[src/rtl/posit_pkg.sv]
// Shared posit field-extraction types and sizes.
// Optional build macro: POSIT_EXTRACT_SPECIAL_EN (zero/NaR detection).
package posit_pkg;

    function automatic int clog2(input int v);
        int r;
        r = 0;
        while ((1 << r) < v) begin
            r = r + 1;
        end
        return r;
    endfunction

    localparam int N  = 8;
    localparam int ES = 3;
    localparam int RS = clog2(N);
    localparam int MW = N - ES + 3;

    // Zero fill below the fraction inside the mantissa.
    localparam int MPAD = MW - 2 - (N - 1 - ES);

    // Stage-1 bundle: magnitude plus leading-run data.
    typedef struct packed {
        logic [N-2:0]  remain;
        logic          sign;
        logic          run_bit;
        logic [RS-1:0] run_len;
        logic          is_zero;
        logic          is_nar;
    } posit_run_t;

    // Stage-2 bundle: fields in the form the aligner consumes.
    typedef struct packed {
        logic [N-2:0]  remain;
        logic          sign;
        logic [RS:0]   regime;
        logic [ES-1:0] exponent;
        logic [MW-1:0] mantissa;
        logic          is_zero;
        logic          is_nar;
    } posit_fields_t;

endpackage

[src/rtl/posit_run_length.sv]
// Leading run detector over the posit magnitude body.
// The run count saturates naturally at N-1 when no terminator exists.
module posit_run_length
    import posit_pkg::*;
(
    input  logic [N-2:0]  i_bits,
    output logic          o_run_bit,
    output logic [RS-1:0] o_run_len
);

    logic w_stop;

    assign o_run_bit = i_bits[N-2];

    // Count identical bits from the MSB until the first change.
    always_comb begin
        o_run_len = '0;
        w_stop    = 1'b0;
        for (int i = N - 2; i >= 0; i--) begin
            if (!w_stop) begin
                if (i_bits[i] == i_bits[N-2]) begin
                    o_run_len = o_run_len + RS'(1);
                end else begin
                    w_stop = 1'b1;
                end
            end
        end
    end

endmodule

[src/rtl/posit_operand_extract.sv]
// Two-stage posit operand field extractor feeding the adder aligner.
// Build macro POSIT_EXTRACT_SPECIAL_EN enables zero/NaR flags and forcing.
module posit_operand_extract
    import posit_pkg::*;
(
    input  logic          clk,
    input  logic          rst_n,
    input  logic          in_valid,
    output logic          in_ready,
    input  logic [N-1:0]  in_a,
    input  logic [N-1:0]  in_b,
    output logic          out_valid,
    input  logic          out_ready,
    output logic [N-2:0]  InRemain1,
    output logic [N-2:0]  InRemain2,
    output logic          Sign1,
    output logic          Sign2,
    output logic [RS:0]   RegimeValue1,
    output logic [RS:0]   RegimeValue2,
    output logic [ES-1:0] Exponent1,
    output logic [ES-1:0] Exponent2,
    output logic [MW-1:0] Mantissa1,
    output logic [MW-1:0] Mantissa2,
    output logic          IsZero1,
    output logic          IsZero2,
    output logic          IsNaR1,
    output logic          IsNaR2
);

    localparam logic [N-1:0] NAR = {1'b1, {(N-1){1'b0}}};

    logic          r_s1_valid;
    logic          r_s2_valid;
    posit_run_t    r_s1_a;
    posit_run_t    r_s1_b;
    posit_fields_t r_s2_a;
    posit_fields_t r_s2_b;

    logic          w_s1_advance;
    logic [N-2:0]  w_mag_a;
    logic [N-2:0]  w_mag_b;
    logic          w_bit_a;
    logic          w_bit_b;
    logic [RS-1:0] w_len_a;
    logic [RS-1:0] w_len_b;
    posit_run_t    w_s1_a;
    posit_run_t    w_s1_b;
    posit_fields_t w_s2_a;
    posit_fields_t w_s2_b;

    // Regime, exponent and mantissa from a registered run bundle.
    function automatic posit_fields_t decode(input posit_run_t s);
        posit_fields_t f;
        logic [RS:0]   k;
        logic [RS:0]   sh;
        logic [N-2:0]  rem;
        k          = {1'b0, s.run_len};
        sh         = k + (RS+1)'(1);
        rem        = s.remain << sh;
        f.remain   = s.remain;
        f.sign     = s.sign;
        f.is_zero  = s.is_zero;
        f.is_nar   = s.is_nar;
        if (s.run_bit) begin
            f.regime = k - (RS+1)'(1);
        end else begin
            f.regime = (RS+1)'(0) - k;
        end
        f.exponent = rem[N-2 -: ES];
        f.mantissa = {2'b01, rem[N-2-ES:0], {MPAD{1'b0}}};
`ifdef POSIT_EXTRACT_SPECIAL_EN
        if (s.is_zero || s.is_nar) begin
            f.regime   = '0;
            f.exponent = '0;
            f.mantissa = '0;
        end
`endif
        return f;
    endfunction

    assign w_s1_advance = ~r_s2_valid | out_ready;
    assign in_ready     = ~r_s1_valid | w_s1_advance;
    assign out_valid    = r_s2_valid;

    // Low bits of -x only depend on low bits of x.
    assign w_mag_a = in_a[N-1] ? (N-1)'(0) - in_a[N-2:0]
                               : in_a[N-2:0];
    assign w_mag_b = in_b[N-1] ? (N-1)'(0) - in_b[N-2:0]
                               : in_b[N-2:0];

    posit_run_length u_run_a (
        .i_bits    (w_mag_a),
        .o_run_bit (w_bit_a),
        .o_run_len (w_len_a)
    );

    posit_run_length u_run_b (
        .i_bits    (w_mag_b),
        .o_run_bit (w_bit_b),
        .o_run_len (w_len_b)
    );

    // Assemble the stage-1 bundles, flagging specials when enabled.
    always_comb begin
        w_s1_a         = '0;
        w_s1_b         = '0;
        w_s1_a.remain  = w_mag_a;
        w_s1_a.sign    = in_a[N-1];
        w_s1_a.run_bit = w_bit_a;
        w_s1_a.run_len = w_len_a;
        w_s1_b.remain  = w_mag_b;
        w_s1_b.sign    = in_b[N-1];
        w_s1_b.run_bit = w_bit_b;
        w_s1_b.run_len = w_len_b;
`ifdef POSIT_EXTRACT_SPECIAL_EN
        w_s1_a.is_zero = (in_a == '0);
        w_s1_a.is_nar  = (in_a == NAR);
        w_s1_b.is_zero = (in_b == '0);
        w_s1_b.is_nar  = (in_b == NAR);
`endif
    end

    assign w_s2_a = decode(r_s1_a);
    assign w_s2_b = decode(r_s1_b);

    // Stage 1 register: loads whenever the input side transfers.
    always_ff @(posedge clk or negedge rst_n) begin
        if (!rst_n) begin
            r_s1_valid <= 1'b0;
            r_s1_a     <= '0;
            r_s1_b     <= '0;
        end else if (in_ready) begin
            r_s1_valid <= in_valid;
            if (in_valid) begin
                r_s1_a <= w_s1_a;
                r_s1_b <= w_s1_b;
            end
        end
    end

    // Stage 2 register: holds steady while downstream stalls.
    always_ff @(posedge clk or negedge rst_n) begin
        if (!rst_n) begin
            r_s2_valid <= 1'b0;
            r_s2_a     <= '0;
            r_s2_b     <= '0;
        end else if (w_s1_advance) begin
            r_s2_valid <= r_s1_valid;
            if (r_s1_valid) begin
                r_s2_a <= w_s2_a;
                r_s2_b <= w_s2_b;
            end
        end
    end

    assign InRemain1    = r_s2_a.remain;
    assign Sign1        = r_s2_a.sign;
    assign RegimeValue1 = r_s2_a.regime;
    assign Exponent1    = r_s2_a.exponent;
    assign Mantissa1    = r_s2_a.mantissa;
    assign IsZero1      = r_s2_a.is_zero;
    assign IsNaR1       = r_s2_a.is_nar;

    assign InRemain2    = r_s2_b.remain;
    assign Sign2        = r_s2_b.sign;
    assign RegimeValue2 = r_s2_b.regime;
    assign Exponent2    = r_s2_b.exponent;
    assign Mantissa2    = r_s2_b.mantissa;
    assign IsZero2      = r_s2_b.is_zero;
    assign IsNaR2       = r_s2_b.is_nar;

endmodule

[config.mk]
export PLATFORM = sky130hd
export DESIGN_NAME = posit_operand_extract
export DESIGN_NICKNAME = d
export VERILOG_FILES = /design/src/rtl/posit_pkg.sv /design/src/rtl/posit_run_length.sv /design/src/rtl/posit_operand_extract.sv
export SDC_FILE = /design/constraint.sdc
export NUM_CORES = 1
export LEC_CHECK = 0
export ABC_AREA = 1
export BUFFER_PORTS_ARGS = -buffer_cell sky130_fd_sc_hd__buf_2
export CAP_MARGIN = 25
export CELL_PAD_IN_SITES_DETAIL_PLACEMENT = 0
export CELL_PAD_IN_SITES_GLOBAL_PLACEMENT = 1
export CORE_UTILIZATION = 40
export CTS_CLUSTER_DIAMETER = 150
export DETAILED_ROUTE_END_ITERATION = 12
export PLACE_DENSITY = 0.84
export SYNTH_ARGS = -nofsm -noshare
export SYNTH_HDL_FRONTEND = slang
export SYNTH_SLANG_ARGS = --single-unit
[constraint.sdc]
create_clock -name clk -period 2.3 [get_ports clk]
set_clock_uncertainty 0.05 [all_clocks]
set_input_delay 0.46 -clock clk [delete_from_list [all_inputs] [get_ports clk]]
set_output_delay 0.46 -clock clk [all_outputs]
set_load 0.01 [all_outputs]
==> flow_summary.ini <==
[run_status]
outcome = finished clean

[global_route]
first_global_vias = 2540
gr-total-overflow = 0
grt_start_max_net_pins = 44
grt_pass1_wl_um = 11960
track_usage_pct = 16.91
antenna_found_initial = 0

[floorplan]
die_h_um = 95.86
start_util_pct = 42.04
io_pins = 72
dieArea_sq_um = 9188
die_w_um = 95.86
fp.coreArea_sq_um = 8382
num_rows = 33

[timing]
max_slew_margin_pct = 45.71
fin_crit_sh_pct = 74.70
setup_viol = 0
slew_violations = 0
fmax_ghz = 0.5821
fin_hold_ws_ps = 35.55
tns_ps = 0
worst_pin_slew_ps = 813.5
grt_setup_unrepaired = no
hold_viol_final = 0
fin_ws_ps = 581.9
fin_crit_ps = 1718

[clocking]
cts_resized = 0
path_clk_slew_ps = 70
clock-root-buffer = clkbuf_8
cts_tree = built
numCtsBuffers = 9
cts_hold_buf = 0
insertion_delay_ps = 330
post_cts_buffers = 0
clock_sinks = 63
clockBufferDepth = 2
htree_levels = 3

[cells_and_area]
n_fill_cell = 868
final_util_pct = 48.72
multi_input_area_sq_um = 1620
regArea_sq_um = 1577
final_layout_size_suffix_gt1_share_pct = 21.57
fin_area_sq_um = 4084
area_growth_pct = 15.91
antenna_cells = 0
finalNetCount = 531

[logic_synthesis]
syn_inst = 446
synth_area_leader_cell = dfrtp_1
yosysSeqAreaShare_pct = 44.74
yosys-top-cells-area = dfrtp_1 (45%), nand2_1 (14%), o21ai_0 (9.1%)
synth_top_area_share_pct = 44.74
ys_types = 35
yosysWarnings = 0
synth_top_family_by_area = simple AND/OR/NAND/NOR gates
synth_xor_area_share_pct = 6.072
synth.mux.area_fraction_pct = 0
synth_fa_ha_area_share_pct = 2.131
yosys_register_bits = 63
synth_area_sq_um = 3523
synth.avg_cell_area_sq_um = 7.900
yosys.area_share.simple_pct = 24.40
synth_compound_area_share_pct = 12.32

[critical_path]
critPathCaptureType = flip-flop
critical_path_class = in2reg
critPathArrivalTime_ps = 1930
rr_startpoint = out_valid
critical_path_required_ps = 2520
critPathSlowestCell = ha_1
max_stage_delay_ps = 210
r2r_cells = 7
crit_chain = buf_2 -> inv_1 -> ha_1 -> nand4_2 -> nand3b_2 -> nand2_8 -> inv_2 -> nand2_1 -> nand2_1 -> nand2_2 -> nor2_4 -> nand2_1 -> nand2_1 -> nand3_1 -> nand2_1
cp_common_cell = nand2_1
cp-start-kind = input port
critPathMaxFanout = 8
r2r-end = Mantissa1[4]
rrSetupSlack_ps = 600

[drt]
avgRoutedWirePerCell_um = 11.36
drc_errors = 0
num_vias = 2834
avgViaCountPerCell = 4.608
antenna_left = 0
wirelength_um = 6988
dr.pass1.iters = 4
drt_iter0_drc = 127

[pwr]
p_leak_nw = 2.135
ir_worst_vdd_mv = 0.3222
power_density_nw_per_um2 = 969.7

[hold_path]
hold_class = in2async

[placement]
post-place-ws_ps = 248.2
portBuffers = 61
gp_congestion = 0.8273
placed_area_sq_um = 3894
post-dp-hpwl_um = 5333

[run]
drv_cap = 0
==> per-layer routing <==
layer  track usage (%)  vias to the layer above  share of wire, %
li1                  -                     1505                 -
met1             24.71                     1261                53
met2             24.46                       59                40
met3             3.318                        9               5.1
met4             6.716                        0               1.4
met5                 0                        -                 0
==> power by group <==
group | leakage (nW) | internal [mW] | switching, mW | total (mW)
sequential | 0.782 | 1.43 | 0.181 | 1.61
clock | 0.100 | 0.525 | 0.407 | 0.932
combinational | 1.25 | 0.558 | 0.857 | 1.41
==> layout by cell type (no fill, tap or decap), drive strengths merged <==
master	n
nand2	143
o21ai	65
nand4	3
nand3	20
nor2	18
clkbuf	12
o311ai	1
nor3	3
a21oi	3
o211ai	3
xnor2	9
dfrtp	63
a22o	1
bufinv	1
conb	10
o221ai	1
a32o	2
buf	67
nand3b	3
a31oi	4
ha	6
clkinv	3
inv	54
or2	3
xor2	12
==> flip-flops by register name (all words and copies together) (netlist names), 3 cells and up <==
register      count
Mantissa2         5
InRemain1         7
RegimeValue1      4
r_s1_b           11
Exponent2         3
Exponent1         3
RegimeValue2      4
Mantissa1         4
InRemain2         7
r_s1_a           11
==> worst max-delay path by stage <==
stage / start / to / slack [ps] / cells past startpoint
2_1_floorplan: r_s1_a[2] / Exponent1[2] / 310 / 10
3_3_place_gp: in_a[0] / r_s1_a[2] / 270 / 14
3_5_place_dp: in_b[0] / r_s1_b[2] / 250 / 12
4_1_cts: in_a[0] / r_s1_a[2] / 590 / 15
5_1_grt: in_a[0] / r_s1_a[2] / 370 / 15
6_report: in_a[0] / r_s1_a[2] / 580 / 15
==> Yosys cell counts <==
cell type,number
nor3_1,3
a32o_1,2
clkbuf_1,12
a31oi_1,4
ha_1,6
nand2_8,1
nand3b_1,1
inv_2,5
conb_1,1
dfrtp_1,63
nand3_1,19
o311ai_0,1
o221ai_1,1
a22o_1,1
nand2_4,2
nand4_2,1
xnor2_1,9
nand3b_2,2
buf_4,13
nor2_4,1
o21ai_1,1
buf_2,3
a21oi_1,3
nor2_2,2
nand3_2,1
inv_1,49
xor2_2,4
nor2_1,15
or2_2,3
xor2_1,8
nand2_1,133
o211ai_1,3
o21ai_0,64
nand4_1,2
nand2_2,7
==> logic make-up after synthesis <==
group,count (synthesis)
XOR/XNOR,21
adder cells (fa/ha/maj),6
buffers and inverters,82
AO/OA/AOI/OAI,80
other,1
flip-flops,63
AND/OR/NAND/NOR,193
==> critical path: cells and delay by family <==
family	cells	cell delay, ps
buf+inv	3	260
simple gates	11	990
fa+ha+maj	1	210
==> through the flow <==
step / instances / power (mW)
2_1_floorplan: 455 / 2.569
3_3_place_gp: 599 / 3.036
3_5_place_dp: 599 / 3.067
4_1_cts: 615 / 4.004
5_1_grt: 615 / 4.285
6_report: 615 / 3.960
==> area by class of cell <==
| cell class | count | share of cell area, % |
|---|---|---|
| clock buffers | 12 | 3.554 |
| multi-input cells | 310 | 39.68 |
| repair buffers | 67 | 8.885 |
| clock inverters | 4 | 1.103 |
| well taps | 105 | 3.217 |
| flip-flops and latches | 63 | 38.60 |
| inverters | 54 | 4.963 |
(Power assumes the default switching activity.)
